===== config.mk =====
export PLATFORM = sky130hd
export DESIGN_NAME = seven_segment_scanner_flat
export DESIGN_NICKNAME = d
export VERILOG_FILES = /design/src/rtl/seven_segment_scanner_if.sv /design/src/rtl/seven_segment_scanner.sv /design/src/flat_wrapper.sv
export SDC_FILE = /design/constraint.sdc
export NUM_CORES = 1
export LEC_CHECK = 0
export CORE_MARGIN = 2
export CORE_UTILIZATION = 59
export CTS_CLUSTER_SIZE = 25
export DETAILED_ROUTE_END_ITERATION = 12
export PLACE_DENSITY_LB_ADDON = 0.3
export SLEW_MARGIN = 20
export SYNTH_ARGS = -nofsm -noshare
export SYNTH_HDL_FRONTEND = slang
export SYNTH_SLANG_ARGS = --single-unit

===== constraint.sdc =====
create_clock -name clk -period 2.6 [get_ports clk]
set_input_delay 0.52 -clock clk [delete_from_list [all_inputs] [get_ports clk]]
set_output_delay 0.52 -clock clk [all_outputs]
set_load 0.01 [all_outputs]

===== src/rtl/seven_segment_scanner_if.sv =====
// seven_segment_scanner_if
//   Groups the value/strobe inputs and the display-bus outputs of the
//   seven-segment scanner into one bundle.
//   master : the side that supplies data_in/load/blink_en and watches the bus
//   slave  : the scanner itself
//   Signals:
//     data_in  [DATA_W-1:0] binary value to show (all-ones = blank code)
//     load                  single-cycle conversion strobe
//     blink_en              blinks the whole display when 1
//     seg_n    [6:0]        {a..g}, active-low segments
//     dig_en_n [DIGITS-1:0] one-cold digit enables, bit 0 = units
//     busy                  conversion in progress
//     ovf                   displayed value is out of range
interface seven_segment_scanner_if #(
  parameter int DATA_W = 7,
  parameter int DIGITS = 2
);
  logic [DATA_W-1:0] data_in;
  logic              load;
  logic              blink_en;
  logic [6:0]        seg_n;
  logic [DIGITS-1:0] dig_en_n;
  logic              busy;
  logic              ovf;

  modport master (
    output data_in, load, blink_en,
    input  seg_n, dig_en_n, busy, ovf
  );

  modport slave (
    input  data_in, load, blink_en,
    output seg_n, dig_en_n, busy, ovf
  );
endinterface


===== src/rtl/seven_segment_scanner.sv =====
// seven_segment_scanner
//   Converts a DATA_W-bit binary value into DIGITS BCD digits with a
//   one-bit-per-cycle double-dabble engine, latches the result into a display
//   register, and time-multiplexes that register onto a shared active-low
//   segment bus. Adds leading-zero blanking, overflow dashes, a blank code
//   (all-ones input) and whole-display blinking.
//   Ports:
//     clk    rising-edge clock
//     rst_n  asynchronous active-low reset
//     bus    seven_segment_scanner_if.slave (data_in, load, blink_en in;
//            seg_n, dig_en_n, busy, ovf out)
module seven_segment_scanner #(
  parameter int DATA_W    = 7,
  parameter int DIGITS    = 2,
  parameter int SCAN_DIV  = 1000,
  parameter int BLINK_DIV = 250,
  parameter int LZ_BLANK  = 1
) (
  input  logic                    clk,
  input  logic                    rst_n,
  seven_segment_scanner_if.slave  bus
);

  localparam int NIB    = DIGITS + 1;
  localparam int ACC_W  = 4 * NIB;
  localparam int CNT_W  = $clog2(DATA_W + 1);
  localparam int PRE_W  = (SCAN_DIV  > 1) ? $clog2(SCAN_DIV)  : 1;
  localparam int IDX_W  = (DIGITS    > 1) ? $clog2(DIGITS)    : 1;
  localparam int SLOT_W = (BLINK_DIV > 1) ? $clog2(BLINK_DIV) : 1;

  localparam logic [6:0] SEG_BLANK = 7'b1111111;
  localparam logic [6:0] SEG_DASH  = 7'b1111110;

  typedef enum logic {IDLE, CONV} state_t;

  function automatic logic [6:0] segCode(input logic [3:0] d);
    case (d)
      4'd0:    segCode = 7'b0000001;
      4'd1:    segCode = 7'b1001111;
      4'd2:    segCode = 7'b0010010;
      4'd3:    segCode = 7'b0000110;
      4'd4:    segCode = 7'b1001100;
      4'd5:    segCode = 7'b0100100;
      4'd6:    segCode = 7'b0100000;
      4'd7:    segCode = 7'b0001111;
      4'd8:    segCode = 7'b0000000;
      4'd9:    segCode = 7'b0000100;
      default: segCode = SEG_BLANK;
    endcase
  endfunction

  state_t             state_q, state_d;
  logic [DATA_W-1:0]  shift_q, shift_d;
  logic [ACC_W-1:0]   acc_q, acc_d;
  logic [CNT_W-1:0]   cnt_q, cnt_d;
  logic               lost_q, lost_d;
  logic               allOnes_q, allOnes_d;
  logic [6:0]         disp_q [DIGITS];
  logic [6:0]         disp_d [DIGITS];
  logic               ovf_q, ovf_d;

  logic [PRE_W-1:0]   presc_q;
  logic [IDX_W-1:0]   idx_q;
  logic [SLOT_W-1:0]  slot_q;
  logic               phase_q;
  logic [6:0]         seg_q;
  logic [DIGITS-1:0]  dig_q;

  logic [ACC_W-1:0]   adj;
  logic [ACC_W-1:0]   accStep;
  logic               lostStep;
  logic               tooBig;
  logic               higherZero;
  logic [3:0]         nib;
  logic [6:0]         commitDisp [DIGITS];
  logic               commitOvf;
  logic               darkOut;

  // One double-dabble step: add-3 correction on every nibble, then shift in
  // the next captured MSB. A 1 pushed out of the top nibble is remembered in
  // lost so values wider than the accumulator still report as overflow.
  always_comb begin
    adj = acc_q;
    for (int n = 0; n < NIB; n++) begin
      if (acc_q[4*n +: 4] >= 4'd5) adj[4*n +: 4] = acc_q[4*n +: 4] + 4'd3;
    end
    accStep  = {adj[ACC_W-2:0], shift_q[DATA_W-1]};
    lostStep = lost_q | adj[ACC_W-1];
  end

  // Display image produced at commit: blank code, overflow dashes, or the BCD
  // digits with zeros above the leading non-zero digit blanked.
  always_comb begin
    tooBig     = lostStep | (accStep[ACC_W-1 -: 4] != 4'd0);
    higherZero = 1'b1;
    nib        = 4'd0;
    commitOvf  = 1'b0;
    for (int i = 0; i < DIGITS; i++) commitDisp[i] = SEG_BLANK;
    if (allOnes_q) begin
      commitOvf = 1'b0;
    end else if (tooBig) begin
      commitOvf = 1'b1;
      for (int i = 0; i < DIGITS; i++) commitDisp[i] = SEG_DASH;
    end else begin
      for (int i = DIGITS - 1; i >= 0; i--) begin
        nib = accStep[4*i +: 4];
        if ((LZ_BLANK != 0) && higherZero && (nib == 4'd0) && (i != 0))
          commitDisp[i] = SEG_BLANK;
        else
          commitDisp[i] = segCode(nib);
        higherZero = higherZero && (nib == 4'd0);
      end
    end
  end

  // Conversion FSM next-state: capture on load in IDLE, one step per cycle in
  // CONV, commit together with the final step.
  always_comb begin
    state_d   = state_q;
    shift_d   = shift_q;
    acc_d     = acc_q;
    cnt_d     = cnt_q;
    lost_d    = lost_q;
    allOnes_d = allOnes_q;
    ovf_d     = ovf_q;
    for (int i = 0; i < DIGITS; i++) disp_d[i] = disp_q[i];
    case (state_q)
      IDLE: begin
        if (bus.load) begin
          shift_d   = bus.data_in;
          acc_d     = '0;
          cnt_d     = CNT_W'(DATA_W);
          lost_d    = 1'b0;
          allOnes_d = &bus.data_in;
          state_d   = CONV;
        end
      end
      CONV: begin
        shift_d = shift_q << 1;
        acc_d   = accStep;
        lost_d  = lostStep;
        cnt_d   = cnt_q - 1'b1;
        if (cnt_q == CNT_W'(1)) begin
          for (int i = 0; i < DIGITS; i++) disp_d[i] = commitDisp[i];
          ovf_d   = commitOvf;
          state_d = IDLE;
        end
      end
      default: state_d = IDLE;
    endcase
  end

  // Conversion and display registers.
  always_ff @(posedge clk or negedge rst_n) begin
    if (!rst_n) begin
      state_q   <= IDLE;
      shift_q   <= '0;
      acc_q     <= '0;
      cnt_q     <= '0;
      lost_q    <= 1'b0;
      allOnes_q <= 1'b0;
      ovf_q     <= 1'b0;
      for (int i = 0; i < DIGITS; i++) disp_q[i] <= SEG_BLANK;
    end else begin
      state_q   <= state_d;
      shift_q   <= shift_d;
      acc_q     <= acc_d;
      cnt_q     <= cnt_d;
      lost_q    <= lost_d;
      allOnes_q <= allOnes_d;
      ovf_q     <= ovf_d;
      for (int i = 0; i < DIGITS; i++) disp_q[i] <= disp_d[i];
    end
  end

  // Scan timing: prescaler sets the slot length, idx walks the digits, and
  // every digit advance feeds the blink slot counter that flips the phase.
  always_ff @(posedge clk or negedge rst_n) begin
    if (!rst_n) begin
      presc_q <= '0;
      idx_q   <= '0;
      slot_q  <= '0;
      phase_q <= 1'b0;
    end else if (presc_q == PRE_W'(SCAN_DIV - 1)) begin
      presc_q <= '0;
      idx_q   <= (idx_q == IDX_W'(DIGITS - 1)) ? '0 : idx_q + 1'b1;
      if (slot_q == SLOT_W'(BLINK_DIV - 1)) begin
        slot_q  <= '0;
        phase_q <= ~phase_q;
      end else begin
        slot_q  <= slot_q + 1'b1;
      end
    end else begin
      presc_q <= presc_q + 1'b1;
    end
  end

  assign darkOut = bus.blink_en && phase_q;

  // Registered bus drivers; they follow idx and the display one cycle later.
  always_ff @(posedge clk or negedge rst_n) begin
    if (!rst_n) begin
      seg_q <= SEG_BLANK;
      dig_q <= '1;
    end else if (darkOut) begin
      seg_q <= SEG_BLANK;
      dig_q <= '1;
    end else begin
      seg_q <= disp_q[idx_q];
      dig_q <= ~(DIGITS'(1) << idx_q);
    end
  end

  assign bus.seg_n    = seg_q;
  assign bus.dig_en_n = dig_q;
  assign bus.busy     = (state_q == CONV);
  assign bus.ovf      = ovf_q;

endmodule


===== src/flat_wrapper.sv =====
// flat-port wrapper written by rule: the top's interface ports become plain ports
module seven_segment_scanner_flat 
#(
  parameter int DATA_W    = 7,
  parameter int DIGITS    = 2,
  parameter int SCAN_DIV  = 1000,
  parameter int BLINK_DIV = 250,
  parameter int LZ_BLANK  = 1
)
  (clk, rst_n, bus_data_in, bus_load, bus_blink_en, bus_seg_n, bus_dig_en_n, bus_busy, bus_ovf);
  seven_segment_scanner_if #(.DATA_W(DATA_W), .DIGITS(DIGITS)) bus_i ();
  input  logic clk;
  input  logic rst_n;
  input wire logic [$bits(bus_i.data_in)-1:0] bus_data_in;
  input wire logic [$bits(bus_i.load)-1:0] bus_load;
  input wire logic [$bits(bus_i.blink_en)-1:0] bus_blink_en;
  output wire logic [$bits(bus_i.seg_n)-1:0] bus_seg_n;
  output wire logic [$bits(bus_i.dig_en_n)-1:0] bus_dig_en_n;
  output wire logic [$bits(bus_i.busy)-1:0] bus_busy;
  output wire logic [$bits(bus_i.ovf)-1:0] bus_ovf;
  assign bus_i.data_in = bus_data_in;
  assign bus_i.load = bus_load;
  assign bus_i.blink_en = bus_blink_en;
  assign bus_seg_n = bus_i.seg_n;
  assign bus_dig_en_n = bus_i.dig_en_n;
  assign bus_busy = bus_i.busy;
  assign bus_ovf = bus_i.ovf;
  seven_segment_scanner #(.DATA_W(DATA_W), .DIGITS(DIGITS), .SCAN_DIV(SCAN_DIV), .BLINK_DIV(BLINK_DIV), .LZ_BLANK(LZ_BLANK)) u_core (.clk(clk), .rst_n(rst_n), .bus(bus_i));
endmodule

==> results of run 1 <==
[cell type report]
type / instances / share of cell area [%]
Multi-Input combinational cell: 288 / 44.22
Tap cell: 77 / 2.231
Timing Repair Buffer: 36 / 7.650
Sequential cell: 69 / 40.65
Clock inverter: 7 / 0.9852
Inverter: 16 / 1.391
Clock buffer: 9 / 2.869
[where the power goes]
part / leakage [nW] / switching, mW / internal (mW)
combinational: 0.896 / 1.35 / 1.06
clock: 0.0808 / 0.410 / 0.338
sequential: 0.831 / 0.299 / 1.47
[worst register-to-register path, stage by stage, from the launching register on]
cell and delay [ns]:
dfrtp_1 0.46, inv_1 0.13, ha_1 0.20, nor2b_1 0.28, nor3_1 0.13, a2111o_1 0.44, a2111oi_4 0.47, o22ai_1 0.16
[routing by layer]
layer  up-vias  GRT usage [%]
met1      1460          33.85
met3        13          5.310
li1       1482              -
met2        65          36.51
met4         0          9.238
met5         -              0
[metrics by stage]
stage                     power [mW]  instance area [sq um]
after floorplan                3.473                   3801
after global placement         4.125                   4148
after detailed placement       4.184                   4148
after CTS                      4.945                   4314
after global routing           5.346                   4318
final                          4.936                   4318
[cell families (layout without fill, tap and decap cells)]
family / Yosys count / after routing / synth area share [%]
DFF: 69 / 69 / 46.18
adders and majority gates: 16 / 16 / 5.267
AOI/OAI and AO/OA: 113 / 113 / 20.74
buffers and inverters: 36 / 68 / 3.687
and+or+nand+nor: 131 / 131 / 17.25
muxes: 10 / 10 / 2.732
xor gates and xnor gates: 18 / 18 / 4.147
[cell usage in the layout (no fill, tap or decap), types with 4 or more instances in the layout]
| cell type | count |
|---|---|
| nand2b_1 | 10 |
| xnor2_1 | 10 |
| nor3_1 | 14 |
| nand2_1 | 27 |
| clkinv_2 | 4 |
| buf_4 | 14 |
| nor3b_1 | 5 |
| a211oi_1 | 8 |
| o22a_1 | 7 |
| nor2_1 | 37 |
| mux2i_1 | 7 |
| ha_1 | 16 |
| o21ai_0 | 26 |
| nand3_1 | 13 |
| a21o_1 | 4 |
| dfrtp_1 | 46 |
| nand4_1 | 4 |
| xor2_1 | 8 |
| dfstp_2 | 23 |
| a21oi_1 | 14 |
| and2_1 | 4 |
| clkbuf_8 | 9 |
| a31oi_1 | 17 |
| clkdlybuf4s50_1 | 20 |
| o31ai_1 | 8 |
| inv_1 | 15 |
[worst min path at each step]
stage              startpoint              end  slack [ns]  cells past startpoint
6_report                rst_n  u_core.acc_q[4]        0.18                      1
5_1_grt                 rst_n  u_core.acc_q[6]        0.20                      1
4_1_cts                 rst_n  u_core.acc_q[6]        0.18                      1
3_5_place_dp   u_core.phase_q   u_core.phase_q        0.46                      1
3_3_place_gp   u_core.phase_q   u_core.phase_q        0.46                      1
2_1_floorplan           rst_n  u_core.acc_q[0]        0.22                      0
[repair_timing]
item / CTS / global route
gates resized for setup: 0 / 1
endpoints found under the hold margin: 0 / 0
setup buffers: 0 / 0
setup endpoints to repair: 0 / 1
[sequential cells by signal, summed over array words and instances (netlist names)]
signal and flops:
u_core.disp_q 14, u_core.acc_q 12, u_core.presc_q 10, u_core.slot_q 8, u_core.bus.seg_n 7, u_core.shift_q 7
u_core.cnt_q 3, u_core.bus.dig_en_n 2, u_core.allOnes_q 1, u_core.bus.busy 1, u_core.bus.ovf 1, u_core.idx_q 1
u_core.lost_q 1, u_core.phase_q 1
==> results.md, run 1 <==
* Reg2reg end: u_core.disp_q[2]
* DPL Wire Length at 5.739 mm
* Worst slew pin tran at 0.5976 ns
* Fillers at 527
* Top Layer Used: met4
* FFs w/ async S/R, synth at 100.0%
* FF-to-FF path depth at 7
* Finish-stage setup viols at 0
* CP Capture Type: flip-flop
* First-pass GRT wire length at 13.68 mm
* CTS Sinks at 69
* Max-slew headroom at 59.13%
* Overflow after GRT at 0
* Final Wtd Congestion at 0.9086
* Reg-to-reg setup timing slack at 0.23 ns
* Post-Syn Area at 3801 sq um
* Synth Register Bits at 69
* DRT iter0 DRCs at 214
* Cts-stage hold buffer count at 0
* Fin nets at 447
* Status: complete, no violations
* Max Fclk at 421.3 MHz
* Final setup margin at 0.2262 ns
* Setup WS pre-CTS at 0.1417 ns
* Final core occ at 68.79%
* Crit path cell chain: inv_1 > ha_1 > nor2b_1 > nor3_1 > a2111o_1 > a2111oi_4 > o22ai_1
* Row Count at 29
* Reg-to-reg startpoint: u_core.acc_q[4]
* Largest net degree at the start of global routing at 33
* CTS tree: done
* Hold crit path type: in2async
* DIE AREA at 7101 sq um
* Synth Instances at 393
* Crit path required time at 2.85 ns
* TritonCTS buffer count at 9
* Register area at 1755 sq um
* Static Leak at 1.808 nW
* Vias/cell at 6.016
* Fraction of layout cells with a size suffix above 1 at 15.53%
* Total track usage at 24.02%
* Slowest cell on the critical path: a2111oi_4
* Crit path buf inv count at 1
* Number of max-cap violations at 0
* Crit path capture: u_core.disp_q[2]
* Crit path launch type: flip-flop
* Worst path top cell family by delay: compound AO/OA/AOI/OAI gates
* Syn_area_per_cell at 9.672 sq um
* Top post-synthesis cells by area: dfrtp_1 (30%), dfstp_2 (16%), ha_1 (5.3%)
* Fin Hold WS at 0.1802 ns
* Worst-Skew Late Latency at 0.34 ns
* Critical Path AT at 2.62 ns
* Final Max Slew Viols at 0
* Multi-input logic area at 1909 sq um
* DP Cell Count at 486
* DR pass1 iterations at 5
* Post-synth EDFFs at 0
* Number of port buffers at 21
* Wire length on met3 at 271 microns
* CP max stage delay at 0.47 ns
* Chip Width at 84.27 microns
* Period utilization at 91.30%
* Routed Antenna Nets at 0
* WL final at 7.859 mm
* Clock Path Buffers at 2
* Core region area at 6277 sq um
* Fin cells at 502
* DRC at 0
* Initial Util at 60.55%
* Pwr/cell area at 1143 nW/um^2
* Yosys cell types at 59
* Synthesis Warnings at 0
* CP max FO at 7
* Hold Vio Cnt, Final at 0
* Crit Path Category: reg2reg
* Initial antenna violation count at 0
* Die Ht at 84.27 microns
* Sequential-to-total area share from yosys stat at 46.18%
* RSZ-0062 raised after global routing: false
* Synth top cells by count: dfrtp_1 (46), nor2_1 (37), nand2_1 (27), o21ai_0 (26), dfstp_2 (23)
* Setup tns final at 0 ns
* Worst path depth at 7
* Syn_nets at 420
* CTS clk-pin slew, worst paths at 0.07 ns
* # IOs at 22
* Fin crit period at 2.374 ns
* Main synth FF type: dfrtp_1
* Post-synth top area share at 30.28%
* Vias in the first global route at 2926
* Drt wl/cell at 15.66 microns
* CTS H-tree depth at 3
* Via count at 3020
* ANT cells at 0
* Area Growth Syn to Fin at 13.59%
* Crit path launch: u_core.acc_q[4]
* WL met2 at 3.708 mm
* Most common cell in the netlist: dfrtp_1
* Routed length on met1 at 3.708 mm
* Root Driver: clkbuf_8
* Yosys top cell by area: dfrtp_1
* Clk_skew at 0.01060 ns
* Max rail drop VDD at 0.7598 mV
Power figures use the tool's default switching activity.
==> run 2, diff against run 1 <==
--- a/config.mk
+++ b/config.mk
@@ -9,8 +9,8 @@
 export CORE_UTILIZATION = 59
 export CTS_CLUSTER_SIZE = 25
 export DETAILED_ROUTE_END_ITERATION = 12
+export HOLD_SLACK_MARGIN = 0.02
 export PLACE_DENSITY_LB_ADDON = 0.3
-export SLEW_MARGIN = 20
 export SYNTH_ARGS = -nofsm -noshare
 export SYNTH_HDL_FRONTEND = slang
 export SYNTH_SLANG_ARGS = --single-unit
==> results of run 2 <==
The final DEF is identical to that of run 1; final timing and power are the same.
==> RTL change 1 (settings of run 2) <==
Reset style: synchronous (`rst_n`), changed in 3 clocked blocks. Comments in the files are not updated.
--- a/src/rtl/seven_segment_scanner.sv
+++ b/src/rtl/seven_segment_scanner.sv
@@ -151,7 +151,7 @@
   end
 
   // Conversion and display registers.
-  always_ff @(posedge clk or negedge rst_n) begin
+  always_ff @(posedge clk) begin
     if (!rst_n) begin
       state_q   <= IDLE;
       shift_q   <= '0;
@@ -175,7 +175,7 @@
 
   // Scan timing: prescaler sets the slot length, idx walks the digits, and
   // every digit advance feeds the blink slot counter that flips the phase.
-  always_ff @(posedge clk or negedge rst_n) begin
+  always_ff @(posedge clk) begin
     if (!rst_n) begin
       presc_q <= '0;
       idx_q   <= '0;
@@ -198,7 +198,7 @@
   assign darkOut = bus.blink_en && phase_q;
 
   // Registered bus drivers; they follow idx and the display one cycle later.
-  always_ff @(posedge clk or negedge rst_n) begin
+  always_ff @(posedge clk) begin
     if (!rst_n) begin
       seg_q <= SEG_BLANK;
       dig_q <= '1;
Behaviour: differs if rst_n is asserted again (counterexample within 4 cycles, from zero or initial values and one cycle with rst_n low); with rst_n held inactive, the same outputs for 10 cycles.
==> RTL change 1 against run 2 <==
- critical path depth grew 2
- area after synthesis shrank 8.7%
- final area shrank 8.1%
- setup slack lost 0.028 ns
- sequential cell count is the same
- wire length shrank 17%
- non-clock buffer count shrank 8
- critical path type unchanged
Power is not compared: it rests on default switching activity, and its combinational part moved more than twofold at a synthesized area within 25%.
==> RTL change 1: results (changes against run 2) <==
Status -> complete, no violations
Number of synthesized flops with an enable pin -> 14 (+14)
Clkbuf count -> 10 (+1)
Pin count of the biggest net entering global routing -> 47 (+42%)
Global-route wire length before repair -> 11.3 mm (-17%)
Post-synthesis mux area share -> 3.17% (+0.44 points)
Clock buf/inv share -> 5.01% (+1.2 points)
CP Capture Point -> u_core.disp_q[0][0]$_SDFFCE_PP1P_
Met2 Resource Use GR -> 37.3% (+0.74 points)
Synth Instances -> 384 (-2.3%)
Adder-cell area share of the yosys netlist -> 7.21% (+1.9 points)
DP Area -> 0.00375 mm² (-9.6%)
Sequential cell count -> 69 (unchanged)
Placed cells -> 467 (-3.9%)
Hold Slack -> 0.456 ns (+0.276 ns)
Worst R2R Path Depth -> 9 (+2)
RR Startpoint -> u_core.acc_q[1]$_SDFFE_PN0P_
Multi-input gate area in the final layout -> 0.00183 mm² (-4.2%)
RePlAce Congestion -> 0.834 (-8.3%)
Sequential share of the synthesized area -> 43.8% (-2.4 points)
Non-clk bufs -> 28 (-22%)
1st-iter DRT viols -> 139 (-35%)
Gr usage total -> 22.5% (-1.5 points)
Final Critical Period -> 2.40 ns (+0.0281 ns)
Total number of vias -> 2703 (-10%)
Drt first pass iters -> 4 (-1)
Seq. cell area -> 0.00153 mm² (-13%)
-- RTL change 1: worst max-delay path: stages (launching register included) --
cell and delay, ns:
dfxtp_1 0.35, inv_1 0.07, ha_1 0.20, nand2b_1 0.17
a211o_1 0.33, and2_1 0.23, ha_1 0.24, nor3_1 0.19
o21ai_1 0.12, a31o_2 0.26
-- RTL change 1: timing repair --
item / CTS / global route
endpoints found under the setup margin: 0 / 10
endpoints found under the hold margin: 0 / 0
gates resized for setup: 0 / 10
hold buffers: 0 / 0
-- RTL change 1: where the power goes --
group | internal [µW] | switching (µW)
Combinational | 57.8 | 78.7
Clock | 467 | 406
Sequential | 1110 | 15.6
-- RTL change 1: layer usage --
layer | vias up | routed length [µm] | share of wire [%]
met3 | 6 | 225 | 3.5
met4 | 0 | 67 | 1.0
met5 | - | 0 | 0
met1 | 1247 | 3150 | 48
met2 | 50 | 3060 | 47
li1 | 1400 | - | -
==> RTL change 2 (flow settings as in run 2) <==
Made on the original files. `BLINK_DIV` is set to 250 in 2 places; all go to 500.
--- a/src/rtl/seven_segment_scanner.sv
+++ b/src/rtl/seven_segment_scanner.sv
@@ -13,7 +13,7 @@
   parameter int DATA_W    = 7,
   parameter int DIGITS    = 2,
   parameter int SCAN_DIV  = 1000,
-  parameter int BLINK_DIV = 250,
+  parameter int BLINK_DIV = 500,
   parameter int LZ_BLANK  = 1
 ) (
   input  logic                    clk,
--- a/src/flat_wrapper.sv
+++ b/src/flat_wrapper.sv
@@ -4,7 +4,7 @@
   parameter int DATA_W    = 7,
   parameter int DIGITS    = 2,
   parameter int SCAN_DIV  = 1000,
-  parameter int BLINK_DIV = 250,
+  parameter int BLINK_DIV = 500,
   parameter int LZ_BLANK  = 1
 )
   (clk, rst_n, bus_data_in, bus_load, bus_blink_en, bus_seg_n, bus_dig_en_n, bus_busy, bus_ovf);
Formal check against the unedited RTL: no difference found for any inputs over 10 cycles, from zero or initial values and one cycle with rst_n low; that may be too few to reach the edited logic, so the function may still have changed.
==> RTL change 2 against run 2 <==
- sequential power is 3% lower
- final cell count is 2.0% higher
- synthesized cell count is 2.3% higher
- global-route usage is 0.73 points lower
- setup slack worse by 0.068 ns
- sequential cell count is 1 higher
- count of clock-buffer cells in the layout stayed put
- critical path depth is 3 higher
- wire length is 1.4% lower
- power is 0.97% lower
- final area is 0.52% higher
- area after synthesis is 0.49% higher
- critical path type unchanged
- largest cell class unchanged
==> RTL change 2: results (changes against run 2) <==
Status -> complete, no violations
Global-route wire length before repair -> 13.3 mm (-2.7%)
Terminus of the critical flop-to-flop path -> u_core.disp_q[6]$_DFFE_PN1P_
Slowest CP cell -> dfrtp_1
1st-iter DRT viols -> 155 (-28%)
Worst R2R Path Depth -> 10 (+3)
Clk slew on worst S/H paths -> 0.09 ns (+0.02 ns)
Pin count of the biggest net entering global routing -> 37 (+12%)
Met3 wire length -> 361 µm (+33%)
Met2 Resource Use GR -> 34.6% (-1.9 points)
WL met2 -> 3.48 mm (-6.2%)
Top post-synthesis cells by count -> dfrtp_1, nand2_1, nor2_1
Adder-cell area share of the yosys netlist -> 4.91% (-0.35 points)
Met3 Use GR -> 5.11% (-0.20 points)
Clock power share -> 17.1% (+1.9 points)
Net count, final -> 456 (+2.0%)
Post-synthesis mux area share -> 2.65% (-0.079 points)
Drt first pass iters -> 4 (-1)
Layout cells sized above 1 -> 15.2% (-0.36 points)
Worst path max stage delay -> 0.43 ns (-0.04 ns)
Met1 GRT Util -> 33.8% (-0.061 points)
Seq pwr share -> 35.2% (-0.7 points)
Layout Skew -> 0.0110 ns (+0.000391 ns)
Total number of vias -> 3046 (+0.86%)
Met1 wire length -> 3.77 mm (+1.5%)
Number of distinct library cells after synthesis -> 60 (+1.7%)
Post-DP HPWL -> 5.40 mm (-5.9%)
Area contributors post-synth -> dfrtp_1, dfstp_2, ha_1
Compound-Gate Fraction of Synth Area -> 19.5% (-1.2 points)
Clock Latency Late Sink -> 0.36 ns (+0.02 ns)
Gr usage total -> 23.3% (-0.73 points)
Leakage power -> 0.00187 µW (+3.7%)
Max VDD drop -> 812 µV (+6.9%)
RR Startpoint -> u_core.acc_q[5]$_DFFE_PN0P_
Synth Net Count -> 428 (+1.9%)
# fillers -> 502 (-4.7%)
RTL change 2: repair_timing:
item	4_1_cts	5_1_grt
setup endpoints to repair	0	5
resized for setup	0	3
endpoints found under the hold margin	0	0
RTL change 2: metrics by stage:
step | cells | total power, µW | utilization [%] | setup slack, ns | hold WS [ns]
6_report | 512 | 4890 | 68.7 | 0.158 | 0.197
5_1_grt | 512 | 5290 | 68.7 | 0.00851 | 0.221
4_1_cts | 512 | 4860 | 68.6 | 0.0780 | 0.204
3_5_place_dp | 496 | 4000 | 65.7 | 0.126 | 0.479
3_3_place_gp | 496 | 3920 | 65.7 | 0.209 | 0.465
2_1_floorplan | 402 | 3360 | - | 0.0803 | 0.224
RTL change 2: final cells by class:
cell class / instances / area share, %
clock inverter: 7 / 1.41
inverter: 18 / 1.56
clock buffer: 9 / 2.85
tap: 77 / 2.22
multi-input combinational: 296 / 43.8
sequential: 70 / 41.0
timing repair buffer: 35 / 7.15
